[src/rtl/ds_operand_scoreboard_if.sv]
// Decode-stage operand bus: regfile data, forwarding producers, long-latency completion, resolved operands.
// master drives decode/producer inputs; slave (the scoreboard) returns operands, stall and status.
interface ds_operand_scoreboard_if #(
  parameter int XLEN = 32,
  parameter int NREG = 32,
  parameter int NSRC = 2,
  parameter int NFWD = 3
);
  localparam int AW = $clog2(NREG);
  localparam int CW = $clog2(NREG + 1);

  logic                 ds_valid;
  logic                 ds_fire;
  logic [NSRC*AW-1:0]   ds_src_addr;
  logic [NSRC-1:0]      ds_src_need;
  logic                 ds_rf_we;
  logic [AW-1:0]        ds_rf_waddr;
  logic                 ds_long;
  logic [NSRC*XLEN-1:0] rf_rdata;
  logic [NFWD-1:0]      fwd_we;
  logic [NFWD*AW-1:0]   fwd_waddr;
  logic [NFWD*XLEN-1:0] fwd_wdata;
  logic [NFWD-1:0]      fwd_ready;
  logic                 long_done;
  logic [AW-1:0]        long_waddr;
  logic                 flush;
  logic [NSRC*XLEN-1:0] src_value;
  logic                 ds_stall;
  logic                 sb_busy;
  logic [CW-1:0]        sb_count;
  logic [31:0]          stall_cycles;

  modport master (
    output ds_valid, ds_fire, ds_src_addr, ds_src_need, ds_rf_we, ds_rf_waddr, ds_long,
           rf_rdata, fwd_we, fwd_waddr, fwd_wdata, fwd_ready, long_done, long_waddr, flush,
    input  src_value, ds_stall, sb_busy, sb_count, stall_cycles
  );

  modport slave (
    input  ds_valid, ds_fire, ds_src_addr, ds_src_need, ds_rf_we, ds_rf_waddr, ds_long,
           rf_rdata, fwd_we, fwd_waddr, fwd_wdata, fwd_ready, long_done, long_waddr, flush,
    output src_value, ds_stall, sb_busy, sb_count, stall_cycles
  );
endinterface

[src/rtl/ds_operand_scoreboard.sv]
// Decode operand resolution: N-producer bypass, load-use/RAW/WAW hazards, long-write scoreboard, stall counter.
// Operands and ds_stall are zero-latency combinational; scoreboard and counter update at the clock edge.
module ds_operand_scoreboard #(
  parameter int XLEN = 32,
  parameter int NREG = 32,
  parameter int NSRC = 2,
  parameter int NFWD = 3
) (
  input  logic                   clk,
  input  logic                   resetn,
  ds_operand_scoreboard_if.slave io
);
  localparam int AW = $clog2(NREG);
  localparam int CW = $clog2(NREG + 1);

  logic [NREG-1:0]      sb_q, sb_d;
  logic [NREG-1:0]      done_vec, hit_vec;
  logic [CW-1:0]        sb_count_q, sb_count_d;
  logic [31:0]          stall_cycles_q, stall_cycles_d;
  logic [AW-1:0]        src_addr [NSRC];
  logic [NSRC-1:0]      fwd_hit, fwd_rdy, lu_stall, raw_stall;
  logic [NSRC*XLEN-1:0] src_value;
  logic                 waw_stall, ds_stall, sb_set;

  // Scan oldest to youngest so the youngest matching producer overwrites last.
  always_comb begin
    src_value = io.rf_rdata;
    fwd_hit   = '0;
    fwd_rdy   = '1;
    for (int i = 0; i < NSRC; i++) begin
      src_addr[i] = io.ds_src_addr[i*AW +: AW];
      for (int k = NFWD - 1; k >= 0; k--) begin
        if (io.fwd_we[k] && (io.fwd_waddr[k*AW +: AW] == src_addr[i]) && (src_addr[i] != '0)) begin
          fwd_hit[i]                = 1'b1;
          fwd_rdy[i]                = io.fwd_ready[k];
          src_value[i*XLEN +: XLEN] = io.fwd_wdata[k*XLEN +: XLEN];
        end
      end
    end
    if (!resetn) begin
      src_value = io.rf_rdata;
    end
  end

  // A register completing this cycle no longer blocks; its value arrives via the oldest producer.
  always_comb begin
    done_vec = '0;
    if (io.long_done) begin
      done_vec[io.long_waddr] = 1'b1;
    end
    hit_vec   = sb_q & ~done_vec;
    lu_stall  = '0;
    raw_stall = '0;
    for (int i = 0; i < NSRC; i++) begin
      lu_stall[i]  = io.ds_src_need[i] & fwd_hit[i] & ~fwd_rdy[i];
      raw_stall[i] = io.ds_src_need[i] & hit_vec[src_addr[i]];
    end
    waw_stall = io.ds_rf_we & (io.ds_rf_waddr != '0) & hit_vec[io.ds_rf_waddr];
    ds_stall  = resetn & io.ds_valid & ((|lu_stall) | (|raw_stall) | waw_stall);
  end

  // Clear before set so a same-register set/clear leaves the bit pending.
  always_comb begin
    sb_set = io.ds_fire & io.ds_rf_we & io.ds_long & (io.ds_rf_waddr != '0);
    sb_d   = sb_q;
    if (io.flush) begin
      sb_d = '0;
    end else begin
      if (io.long_done) begin
        sb_d[io.long_waddr] = 1'b0;
      end
      if (sb_set) begin
        sb_d[io.ds_rf_waddr] = 1'b1;
      end
    end
    sb_d[0] = 1'b0;

    sb_count_d = '0;
    for (int r = 1; r < NREG; r++) begin
      sb_count_d = sb_count_d + CW'(sb_d[r]);
    end

    stall_cycles_d = stall_cycles_q;
    if (ds_stall && (stall_cycles_q != 32'hFFFF_FFFF)) begin
      stall_cycles_d = stall_cycles_q + 32'd1;
    end
  end

  always_ff @(posedge clk or negedge resetn) begin
    if (!resetn) begin
      sb_q           <= '0;
      sb_count_q     <= '0;
      stall_cycles_q <= '0;
    end else begin
      sb_q           <= sb_d;
      sb_count_q     <= sb_count_d;
      stall_cycles_q <= stall_cycles_d;
    end
  end

  assign io.src_value    = src_value;
  assign io.ds_stall     = ds_stall;
  assign io.sb_busy      = (sb_count_q != '0);
  assign io.sb_count     = sb_count_q;
  assign io.stall_cycles = stall_cycles_q;
endmodule

[src/flat_wrapper.sv]
// flat-port wrapper written by rule: the top's interface ports become plain ports
module ds_operand_scoreboard_flat 
#(
  parameter int XLEN = 32,
  parameter int NREG = 32,
  parameter int NSRC = 2,
  parameter int NFWD = 3
)
  (clk, resetn, io_ds_valid, io_ds_fire, io_ds_src_addr, io_ds_src_need, io_ds_rf_we, io_ds_rf_waddr, io_ds_long, io_rf_rdata, io_fwd_we, io_fwd_waddr, io_fwd_wdata, io_fwd_ready, io_long_done, io_long_waddr, io_flush, io_src_value, io_ds_stall, io_sb_busy, io_sb_count, io_stall_cycles);
  ds_operand_scoreboard_if #(.XLEN(XLEN), .NREG(NREG), .NSRC(NSRC), .NFWD(NFWD)) io_i ();
  input  logic clk;
  input  logic resetn;
  input wire logic [$bits(io_i.ds_valid)-1:0] io_ds_valid;
  input wire logic [$bits(io_i.ds_fire)-1:0] io_ds_fire;
  input wire logic [$bits(io_i.ds_src_addr)-1:0] io_ds_src_addr;
  input wire logic [$bits(io_i.ds_src_need)-1:0] io_ds_src_need;
  input wire logic [$bits(io_i.ds_rf_we)-1:0] io_ds_rf_we;
  input wire logic [$bits(io_i.ds_rf_waddr)-1:0] io_ds_rf_waddr;
  input wire logic [$bits(io_i.ds_long)-1:0] io_ds_long;
  input wire logic [$bits(io_i.rf_rdata)-1:0] io_rf_rdata;
  input wire logic [$bits(io_i.fwd_we)-1:0] io_fwd_we;
  input wire logic [$bits(io_i.fwd_waddr)-1:0] io_fwd_waddr;
  input wire logic [$bits(io_i.fwd_wdata)-1:0] io_fwd_wdata;
  input wire logic [$bits(io_i.fwd_ready)-1:0] io_fwd_ready;
  input wire logic [$bits(io_i.long_done)-1:0] io_long_done;
  input wire logic [$bits(io_i.long_waddr)-1:0] io_long_waddr;
  input wire logic [$bits(io_i.flush)-1:0] io_flush;
  output wire logic [$bits(io_i.src_value)-1:0] io_src_value;
  output wire logic [$bits(io_i.ds_stall)-1:0] io_ds_stall;
  output wire logic [$bits(io_i.sb_busy)-1:0] io_sb_busy;
  output wire logic [$bits(io_i.sb_count)-1:0] io_sb_count;
  output wire logic [$bits(io_i.stall_cycles)-1:0] io_stall_cycles;
  assign io_i.ds_valid = io_ds_valid;
  assign io_i.ds_fire = io_ds_fire;
  assign io_i.ds_src_addr = io_ds_src_addr;
  assign io_i.ds_src_need = io_ds_src_need;
  assign io_i.ds_rf_we = io_ds_rf_we;
  assign io_i.ds_rf_waddr = io_ds_rf_waddr;
  assign io_i.ds_long = io_ds_long;
  assign io_i.rf_rdata = io_rf_rdata;
  assign io_i.fwd_we = io_fwd_we;
  assign io_i.fwd_waddr = io_fwd_waddr;
  assign io_i.fwd_wdata = io_fwd_wdata;
  assign io_i.fwd_ready = io_fwd_ready;
  assign io_i.long_done = io_long_done;
  assign io_i.long_waddr = io_long_waddr;
  assign io_i.flush = io_flush;
  assign io_src_value = io_i.src_value;
  assign io_ds_stall = io_i.ds_stall;
  assign io_sb_busy = io_i.sb_busy;
  assign io_sb_count = io_i.sb_count;
  assign io_stall_cycles = io_i.stall_cycles;
  ds_operand_scoreboard #(.XLEN(XLEN), .NREG(NREG), .NSRC(NSRC), .NFWD(NFWD)) u_core (.clk(clk), .resetn(resetn), .io(io_i));
endmodule
[config.mk]
export PLATFORM = sky130hd
export DESIGN_NAME = ds_operand_scoreboard_flat
export DESIGN_NICKNAME = d
export VERILOG_FILES = /design/src/rtl/ds_operand_scoreboard_if.sv /design/src/rtl/ds_operand_scoreboard.sv /design/src/flat_wrapper.sv
export SDC_FILE = /design/constraint.sdc
export NUM_CORES = 1
export LEC_CHECK = 0
export CAP_MARGIN = 20
export CELL_PAD_IN_SITES_DETAIL_PLACEMENT = 1
export CELL_PAD_IN_SITES_GLOBAL_PLACEMENT = 1
export CORE_MARGIN = 1
export CORE_UTILIZATION = 32
export DETAILED_ROUTE_END_ITERATION = 10
export MAX_ROUTING_LAYER = met4
export PLACE_DENSITY = 0.89
export RECOVER_POWER = 25
export SYNTH_ARGS = -nofsm -noshare
export SYNTH_HDL_FRONTEND = slang
export SYNTH_SLANG_ARGS = --single-unit
[constraint.sdc]
create_clock -name clk -period 6.77 [get_ports clk]
set_input_delay 2.031 -clock clk [delete_from_list [all_inputs] [get_ports clk]]
set_output_delay 2.031 -clock clk [all_outputs]
set_load 0.02 [all_outputs]
# == After elaboration in Yosys (flattened, before gate mapping) ==
# Cells that the tools add are included.
# word_totals
ff_bits,69
inputBits,211
elab_cells,124
# classes
magnitude_cmp,6
n_eq_ne,7
reduce_logical,21
muxes,34
bitwise_logic,22
add_sub_neg,31
# op_table
operator,count
two-way mux 32 bit,11
adder 6 x 1 -> 6 bit,29
AND 32 bit,2
two-way mux 64 bit,1
NOT 32 bit,2
adder 32 x 1 -> 32 bit (second input constant),1
!= test 32 bit (second input constant),1
bitwise OR 32 bit,1
equality test 5 bit,6
less-than comparator 5 x 6 -> 1 bit (second input constant),4
two-way mux 1 bit,17
binary-select mux 1 bit (select 5 bit),3
logical AND 1 bit,15
nonzero test 5 bit,3
AND 1 bit,13
demux 1 bit (select 5 bit),2
greater-or-equal comparator 5 x 1 -> 1 bit (second input constant),2
nonzero test 6 bit,1
OR reduction 2 bit,2
adder 1 x 1 -> 2 bit,1
NOT 1 bit,2
bitwise OR 1 bit,2

# == Depth between registers and ports, before layout ==
# Gate-level depths: netlist of the first run.
# depth
word_depth,41
depth_mapped,23

# == Worst setup path before layout of the first run ==
# OpenSTA, ideal clock, no wires.
# synth_timing
kind,input to register
start,input port io_ds_rf_waddr[0]
end,register u_core.sb_count_q[5] (netlist: u_core.io.sb_count[5])
cell_stages,20
t_arrival_ns,7.374
setup_ns,0.119
slack_ns,-0.723
required_ns,6.651
path_cell_list,buf_2 > inv_1 > clkbuf_1 > nor3_1 > nand2_1 > a21oi_1 > ha_1 > inv_1 > fa_1 > fa_1 > fa_1 > fa_1 > fa_1 > fa_1 > inv_1 > ha_1 > a21o_1 > a21oi_1 > nor2b_1 > o21a_1
# synth_via
elab_chain_len,37
elab_cells_between_ends,40
# synth_lines
element,line_no,rtl
from (decl),flat_wrapper.sv:18,input wire logic [$bits(io_i.ds_rf_waddr)-1:0] io_ds_rf_waddr;
less-than comparator 5 x 6 -> 1 bit (not written as such) or greater-or-equal comparator 5 x 1 -> 1 bit (tied branches),ds_operand_scoreboard.sv:73,sb_d[io.ds_rf_waddr] = 1'b1;
logical AND 1 bit (not written as such),ds_operand_scoreboard.sv:73,
two-way mux 1 bit (not written as such),ds_operand_scoreboard.sv:73,
demux 1 bit (select 5 bit),n/a,
bitwise OR 32 bit (no line),n/a,
two-way mux 32 bit *,ds_operand_scoreboard.sv:72,if (sb_set) begin
two-way mux 32 bit *,ds_operand_scoreboard.sv:66,if (io.flush) begin
net u_core.sb_d[1],ds_operand_scoreboard.sv:16,"logic [NREG-1:0] sb_q, sb_d;"
adder 1 x 1 -> 2 bit *,ds_operand_scoreboard.sv:80,sb_count_d = sb_count_d + CW'(sb_d[r]);
adder 6 x 1 -> 6 bit * (29 in a row),ds_operand_scoreboard.sv:80,
net u_core.sb_count_d[5],ds_operand_scoreboard.sv:18,"logic [CW-1:0] sb_count_q, sb_count_d;"
to (signal assigned),ds_operand_scoreboard.sv:96,sb_count_q <= sb_count_d;
to (decl),ds_operand_scoreboard.sv:18,
# Mark *: on every way through the listed nets, which the timed path passes. The rest lies on a longest branch.
# A chain may end at the register's enable or synchronous reset.

# == Worst setup path after layout of the first run ==
# layout_timing
start,input port io_long_waddr[2]
end,register u_core.sb_count_q[4] (netlist: u_core.io.sb_count[4])
# layout_via
elab_chain_len,41
elab_cells_between_ends,42
# layout_lines
element,line_no,rtl
from (decl),flat_wrapper.sv:26,input wire logic [$bits(io_i.long_waddr)-1:0] io_long_waddr;
less-than comparator 5 x 6 -> 1 bit (not written as such) or greater-or-equal comparator 5 x 1 -> 1 bit (tied branches),ds_operand_scoreboard.sv:70,sb_d[io.long_waddr] = 1'b0;
logical AND 1 bit (not written as such),ds_operand_scoreboard.sv:70,
two-way mux 1 bit (not written as such),ds_operand_scoreboard.sv:70,
demux 1 bit (select 5 bit) *,n/a,
NOT 32 bit (no line) *,n/a,
AND 32 bit (no line) *,n/a,
two-way mux 32 bit *,ds_operand_scoreboard.sv:69,if (io.long_done) begin
two-way mux 32 bit *,ds_operand_scoreboard.sv:66,
bitwise OR 32 bit (no line),n/a,
two-way mux 32 bit *,ds_operand_scoreboard.sv:72,
two-way mux 32 bit *,ds_operand_scoreboard.sv:66,
net u_core.sb_d[1],ds_operand_scoreboard.sv:16,
adder 1 x 1 -> 2 bit *,ds_operand_scoreboard.sv:80,
adder 6 x 1 -> 6 bit * (29 in a row),ds_operand_scoreboard.sv:80,
net u_core.sb_count_d[4],ds_operand_scoreboard.sv:18,
# Mark *: on every way through the listed nets, which the timed path passes. The rest lies on a longest branch. The select of a mux whose other input is x is not followed.

==> summary.md, run 1 <==
| Metric | Value |
|---|---|
| Outcome | finished, violations left |
| Failing checks | max-capacitance violations, max-slew violations, negative setup slack |
| GRT Util Overall | 0.3353 |
| Largest area contributor in the netlist | dfrtp_1 |
| Die area | ~0.026 sq mm |
| Grt met2 use | 0.5574 |
| Routed WL | approximately 44 mm |
| Post-synthesis cell type count | 63 |
| H-tree lvl count | 3 |
| Bufs on Longest Clock Path | 2 |
| Unrepaired setup endpoints after global routing | yes |
| Post-CTS Hold Fix Bufs | 0 |
| Vias in the first global route | 11238 |
| Yosys reg bits | 69 |
| Critical Path Fanout Max | 4 |
| Vias per inst | 5.646 |
| Primary FF master, synth | dfrtp_1 |
| Max VDD drop | 0.1557 mV |
| Dpl ws | -1.104 ns |
| Post-synthesis async set-or-reset flop share | 1.000 |
| Hold EP | u_core.io.stall_cycles[17] |
| Core area | 0.02518 sq mm |
| Register area share after synthesis | 0.2106 |
| Most Used Layer, Global Route | met2 |
| Pwr dens | between 100 and 150 mW/mm^2 |
| Critical Path AT | 7.27 ns |
| Required time worst endpoint | 6.99 ns |
| Final Util | 0.5452 |
| Count leader, synth | nor2_1 |
| CTS tree | done |
| Clock sinks | 69 |
| FILL cells | 3046 |
| Port bufs | 314 |
| GR Util met3 | 0.04009 |
| Synth cell count leaders | nor2_1, a21oi_1, mux2i_1 |
| Max_slew headroom | -0.7166 |
| WL/cell | 23.23 microns |
| Synthesis-to-layout area growth | 67.45% |
| DRC viols | 0 |
| Worst-Margin Slew | 2.575 ns |
| Pin count of the biggest net entering global routing | 128 |
| Share of cells above drive strength 1 | 0.2462 |
| Crit share post-route | 1.041 |
| Worst R2R Start | u_core.sb_q[17] |
| Final Hold Fails | 0 |
| Hold path startpoint | u_core.io.stall_cycles[17] |
| Synth top area share | 0.2106 |
| FF-to-FF setup slack | 1.66 ns |
| Rows | 58 |
| Met1 GRT Util | 0.3942 |
| Post-DP HPWL | 34.54 mm |
| Multi-input logic area | 0.006132 sq mm |
| EDFF count, synth | 0 |
| Finished Layout Cells | 1893 |
| Max Fclk | 141.9 MHz |
| Nets | 1799 |
| CP startpoint kind | primary input |
| Overflow after GRT | 0 |
| Post-route setup slack | -0.2781 ns |
| Dpl cells | 1852 |
| Worst-skew pair later-pin latency | 0.34 ns |
| Clock slew at reported path FFs | ~0.060 ns |
| First-pass GRT wire length | 65.63 mm |
| FF-to-FF End | u_core.io.sb_count[4] |
| Reg area | 0.001727 sq mm |
| Final Critical Period | 7.048 ns |
| Syn nets | 1338 |
| Dominant cells by area after synthesis | dfrtp_1, mux2i_1, a21oi_1, nor2_1, a211oi_1 |
| Initial core utilization | 0.3256 |
| Crit. End Element | flop |
| Fin. max-slew vios | 75 |
| Detail Route Antenna Nets | 0 |
| Number of synthesis warnings | 0 |
| Post-Route Skew | 0.007619 ns |
| Static Leak | 5.884 nW |
| Number of max-cap violations | 2 |
| Worst Setup Path Type | primary input to flop |
| Vias post-DR | 10687 |
| Gate Count Post-Synth | 1094 |
| Initial antenna violation count | 3 |
| Hold WC Path Type | flop to flop |
| Die Y | 162.1 microns |
| Root Driver | clkbuf_16 |
| Average size of a mapped cell | between 7 and 8 sq um |
| R2R depth | 19 |
| DR iter-0 viols | 873 |
| Sum of negative setup slack | -0.9628 ns |
| I/O Pins | 315 |
| Synthesized cell area | 0.008199 sq mm |
| Die W | 162.1 microns |
| Global placer's final weighted congestion | a little over 1 |
| CTS buffer count | 9 |
| Hold Path Depth | 1 |
| Final setup violating endpoints | 5 |
| Router iterations before antenna repair | 5 |
stage by stage:
step	total power, mW	hold slack (ns)	instance area (sq um)
after floorplan	0.7236	0.5495	8244
after global placement	1.095	0.4768	13060
after detailed placement	1.109	0.4783	13060
after CTS	1.548	0.4881	13600
after global routing	1.614	0.5045	13730
final	1.548	0.4856	13730
final cells by class:
class / instances / share of cell area
tap: 330 / 0.03007
inverter: 60 / 0.01640
timing repair buffer: 540 / 0.3611
multi-input combinational: 875 / 0.4466
clock inverter: 6 / 0.002825
antenna: 3 / 0.0005468
sequential: 69 / 0.1258
clock buffer: 10 / 0.01668
worst max-delay path: stages:
cell,delay [ns]
buf_8,0.10
or4b_4,0.56
o21ai_4,0.17
a21oi_2,0.08
ha_1,0.30
inv_2,0.04
fa_1,0.53
fa_1,0.47
fa_2,0.57
fa_2,0.45
fa_1,0.48
inv_1,0.05
fa_1,0.48
ha_2,0.19
inv_2,0.04
fa_2,0.36
inv_2,0.07
a21o_1,0.12
a21oi_2,0.05
xnor2_1,0.12
flip-flops by register name (all words and copies together) (netlist names):
name and flops:
u_core.sb_q 31, u_core.io.stall_cycles 32, u_core.io.sb_count 6
cell families after synthesis:
kind of cell               Yosys count  share of synthesized area
and+or+nand+nor                    363                     0.2126
DFF                                 69                     0.2106
AOI/OAI and AO/OA                  317                     0.2367
adders and majority gates           33                    0.07142
buffers and inverters              150                    0.07661
xor gates and xnor gates            68                    0.07264
muxes                               94                     0.1195
power by group:
part | switching [mW] | internal (mW) | total [mW] | leakage, nW
registers | 0.0236 | 0.427 | 0.451 | 0.951
logic | 0.340 | 0.324 | 0.664 | 4.80
clock network | 0.187 | 0.247 | 0.434 | 0.129
total | 0.550 | 0.998 | 1.55 | 5.88
cell usage in the layout, fill, tap and decap left out, types with 12 or more instances in the layout:
cell type	instances
inv_1	50
nor2_1	153
xor2_1	44
dfrtp_1	69
dlygate4sd2_1	12
nand3_1	35
a21o_1	21
buf_12	15
mux2i_1	79
clkdlybuf4s50_1	225
nor3_1	24
nand4_1	15
buf_2	17
buf_4	219
a21oi_1	135
nand2_1	55
xnor2_1	24
clkdlybuf4s15_1	12
o21ai_0	30
a21oi_2	13
clkdlybuf4s15_2	21
fa_1	19
a211oi_1	61
layer usage:
| metal | vias to the layer above | routed length, microns |
|---|---|---|
| li1 | 4824 | - |
| met5 | - | 0 |
| met2 | 480 | 21160 |
| met1 | 5239 | 17500 |
| met4 | 0 | 2506 |
| met3 | 144 | 2799 |
what timing repair did:
| item | CTS | global route |
|---|---|---|
| pin swaps | 35 | 21 |
| cloned | 1 | 0 |
| setup buffers | 13 | 8 |
| resized for setup | 235 | 37 |
| setup endpoints to repair | 69 | 70 |
worst max-delay path by stage:
stage / from / end / slack [ns] / cells past startpoint
after global placement: io_long_waddr[4] / u_core.io.sb_count[4] / -0.99 / 19
after detailed placement: io_long_waddr[4] / u_core.io.sb_count[4] / -1.10 / 19
final: io_long_waddr[2] / u_core.io.sb_count[4] / -0.28 / 20
after floorplan: io_long_waddr[1] / u_core.io.sb_count[4] / -0.37 / 20
after CTS: io_long_waddr[2] / u_core.io.sb_count[4] / -0.42 / 20
after global routing: io_ds_rf_waddr[3] / u_core.io.sb_count[4] / -0.39 / 21
No activity file was read; power rests on OpenSTA's default activity.
==> run 2: changes to the inputs <==
==> constraint.sdc (replaced) <==
create_clock -name clk -period 6.77 [get_ports clk]
set_input_delay 1.354 -clock clk [delete_from_list [all_inputs] [get_ports clk]]
set_output_delay 1.354 -clock clk [all_outputs]
set_load 0.02 [all_outputs]
==> summary.md, run 2 (synthesis results as in run 1) <==
| Metric | Value |
|---|---|
| Required time worst endpoint | 7.00 ns (about the same) |
| Core area | 0.02518 sq mm (unchanged) |
| Final Critical Period | 6.651 ns (-0.3973 ns) |
| Clock slew at reported path FFs | 0.07 ns (about the same) |
| Switching Fraction | 0.3585 (+0.003203) |
| Worst-skew pair later-pin latency | 0.35 ns (about the same) |
| Vias in the first global route | 10627 (-5.4%) |
| Worst-Margin Slew | 2.578 ns (+0.003432 ns) |
| Final setup violating endpoints | 0 (-5) |
| Max VDD drop | 0.2039 mV (+31%) |
| P_sw | 553.5 uW (+0.65%) |
| Overflow after GRT | 0 (unchanged) |
| Die W | 162.1 microns (unchanged) |
| Critical Path Fanout Max | 7 (+3) |
| Global placer's final weighted congestion | 1.039 (+1.3%) |
| Unrepaired setup endpoints after global routing | yes |
| Port bufs | 314 (unchanged) |
| Initial antenna violation count | 2 (-1) |
| Detail Route Antenna Nets | 0 (unchanged) |
| Initial core utilization | 0.3256 (unchanged) |
| Worst R2R Start | u_core.sb_q[2] |
| Bufs on Longest Clock Path | 2 (unchanged) |
| Die area | 0.02627 sq mm (unchanged) |
| Hold path startpoint | u_core.io.stall_cycles[23] |
| Pin count of the biggest net entering global routing | 65 (-49%) |
| Number of max-cap violations | 3 (+1) |
| Vias post-DR | 10274 (-3.9%) |
| Routed WL | 40.35 mm (-8.2%) |
| Sequential power share | 0.292 (about the same) |
| CTS tree | done |
| Max_slew headroom | -0.7188 (-0.002288) |
| Synthesis-to-layout area growth | 54.62% |
| Total Power | 1.544 mW (-0.25%) |
| Clock sinks | 69 (unchanged) |
| WL/cell | 22.63 microns (-2.6%) |
| Post-DP HPWL | 32.13 mm (-7.0%) |
| Dpl ws | -0.3341 ns (+0.7700 ns) |
| Post-CTS Hold Fix Bufs | 0 (unchanged) |
| H-tree lvl count | 3 (unchanged) |
| GRT Util Overall | 0.3080 (-0.02731) |
| Share of cells above drive strength 1 | 0.1241 (-0.1221) |
| Router iterations before antenna repair | 5 (unchanged) |
| Post-route setup slack | 0.1193 ns (+0.3973 ns) |
| Post-Route Skew | 0.009091 ns (+0.001472 ns) |
| Failing checks | max-capacitance violations, max-slew violations |
| Nets | 1690 (-6.1%) |
| Worst Setup Path Type | primary input to flop |
| Max Fclk | 150.4 MHz (+6.0%) |
| Commonest non-fill, non-tap cell in the layout | clkdlybuf4s50_1 |
| Most frequent cells in the layout | clkdlybuf4s50_1, nor2_1, a21oi_1 |
| DR iter-0 viols | 877 (+0.46%) |
| CTS buffer count | 9 (unchanged) |
| Root Driver | clkbuf_16 |
| Comb pwr share | 0.404 (-0.025) |
| Critical Path AT | 6.88 ns (-0.39 ns) |
| Hold slack final | 0.4861 ns (+0.0005190 ns) |
| Pwr dens | 121.8 mW/mm^2 (+8.0%) |
| Fin. max-slew vios | 141 (+88%) |
| Die Y | 162.1 microns (unchanged) |
| Final Hold Fails | 0 (unchanged) |
| CP startpoint kind | primary input |
| Final Util | 0.5034 (-0.04179) |
| Reg area | 0.001727 sq mm (unchanged) |
| CP startpoint | io_ds_rf_we |
| Clock power share | 0.303 (+0.023) |
| FILL cells | 3042 (-0.13%) |
| Crit share post-route | 0.9824 (-0.05869) |
| Max reg flops | 32 (unchanged) |
| Static Leak | 5.182 nW (-12%) |
| First-pass GRT wire length | 61.29 mm (-6.6%) |
| Rows | 58 (unchanged) |
| Outcome | finished, violations left |
| Vias per inst | 5.762 (+2.1%) |
| Crit. End Element | flop |
| Cell area after layout | 0.01268 sq mm (-7.7%) |
| Placed Area | 0.01230 sq mm (-5.8%) |
| I/O Pins | 315 (unchanged) |
| DRC viols | 0 (unchanged) |
| Multi-input logic area | 0.005962 sq mm (-2.8%) |
| Hold WC Path Type | flop to flop |
| Int Power | 990.6 uW (-0.75%) |
-- run 2: cell count changes in the layout (fill, tap and decap cells not counted), moves of 6 or more --
| cell | delta |
|---|---|
| a21oi_1 | +10 |
| a21oi_2 | -10 |
| buf_12 | -12 |
| buf_2 | -17 |
| buf_4 | -109 |
| clkdlybuf4s15_1 | -12 |
| clkdlybuf4s15_2 | -21 |
| clkdlybuf4s50_1 | +86 |
| dlygate4sd2_1 | -12 |
| inv_1 | +6 |
| inv_2 | -6 |
-- run 2: critical path, cell delays in order --
cell and delay (ns):
clkdlybuf4s50_1 0.53, nand3_4 0.16, nor3_2 0.21, buf_4 0.22
nand2_1 0.07, a21o_1 0.19, fa_1 0.55, inv_1 0.07
fa_2 0.53, inv_1 0.05, fa_1 0.53, fa_2 0.45
fa_1 0.51, inv_1 0.05, fa_1 0.49, ha_2 0.18
inv_1 0.05, fa_2 0.33, inv_1 0.06, a21o_1 0.10
a21oi_1 0.07, xnor2_1 0.13
-- run 2: routing by layer --
metal,wire length (microns),vias to the layer above,track usage
met3,3059,109,0.05388
met1,16290,5027,0.3681
met5,0,-,-
li1,-,4624,-
met4,1840,0,0.1321
met2,19160,514,0.5084
-- run 2: power by group through the flow --
stage,Clock (mW),Sequential (mW),Combinational [mW]
6_report,0.468,0.451,0.624
5_1_grt,0.490,0.455,0.661
4_1_cts,0.476,0.451,0.619
3_5_place_dp,0,0.457,0.612
3_3_place_gp,0,0.459,0.600
2_1_floorplan,0,0.469,0.253
-- run 2: per-stage QoR --
| step | TNS [ns] | cells |
|---|---|---|
| floorplan | 0 | 1094 |
| global placement | -0.6739 | 1765 |
| detailed placement | -1.242 | 1765 |
| CTS | 0 | 1781 |
| global route | -0.2123 | 1783 |
| finish | 0 | 1783 |
-- run 2: path summary, 6_finish.rpt --
path,to,slack (ns),cells after the start
setup / recovery,u_core.io.sb_count[4],0.12,22
hold / removal,u_core.io.stall_cycles[23],0.49,1
setup reg to reg,u_core.io.sb_count[4],1.71,18
hold reg to reg,u_core.io.stall_cycles[23],0.49,1
max in group asynchronous,u_core.io.stall_cycles[17],3.07,2
min in group asynchronous,u_core.io.stall_cycles[18],2.01,2
-- run 2: final cells by class --
class | instances | area share
Multi-Input combinational cell | 875 | 0.4703
Timing Repair Buffer | 431 | 0.3201
Sequential cell | 69 | 0.1362
Tap cell | 330 | 0.03257
Clock buffer | 9 | 0.01777
Inverter | 60 | 0.01777
Clock inverter | 7 | 0.004935
Antenna cell | 2 | 0.0003948
-- run 2: what timing repair did --
item	CTS	global route
buffers inserted	0	0
endpoints found under the setup margin	1	5
pin swaps	0	7
gates resized for setup	3	30
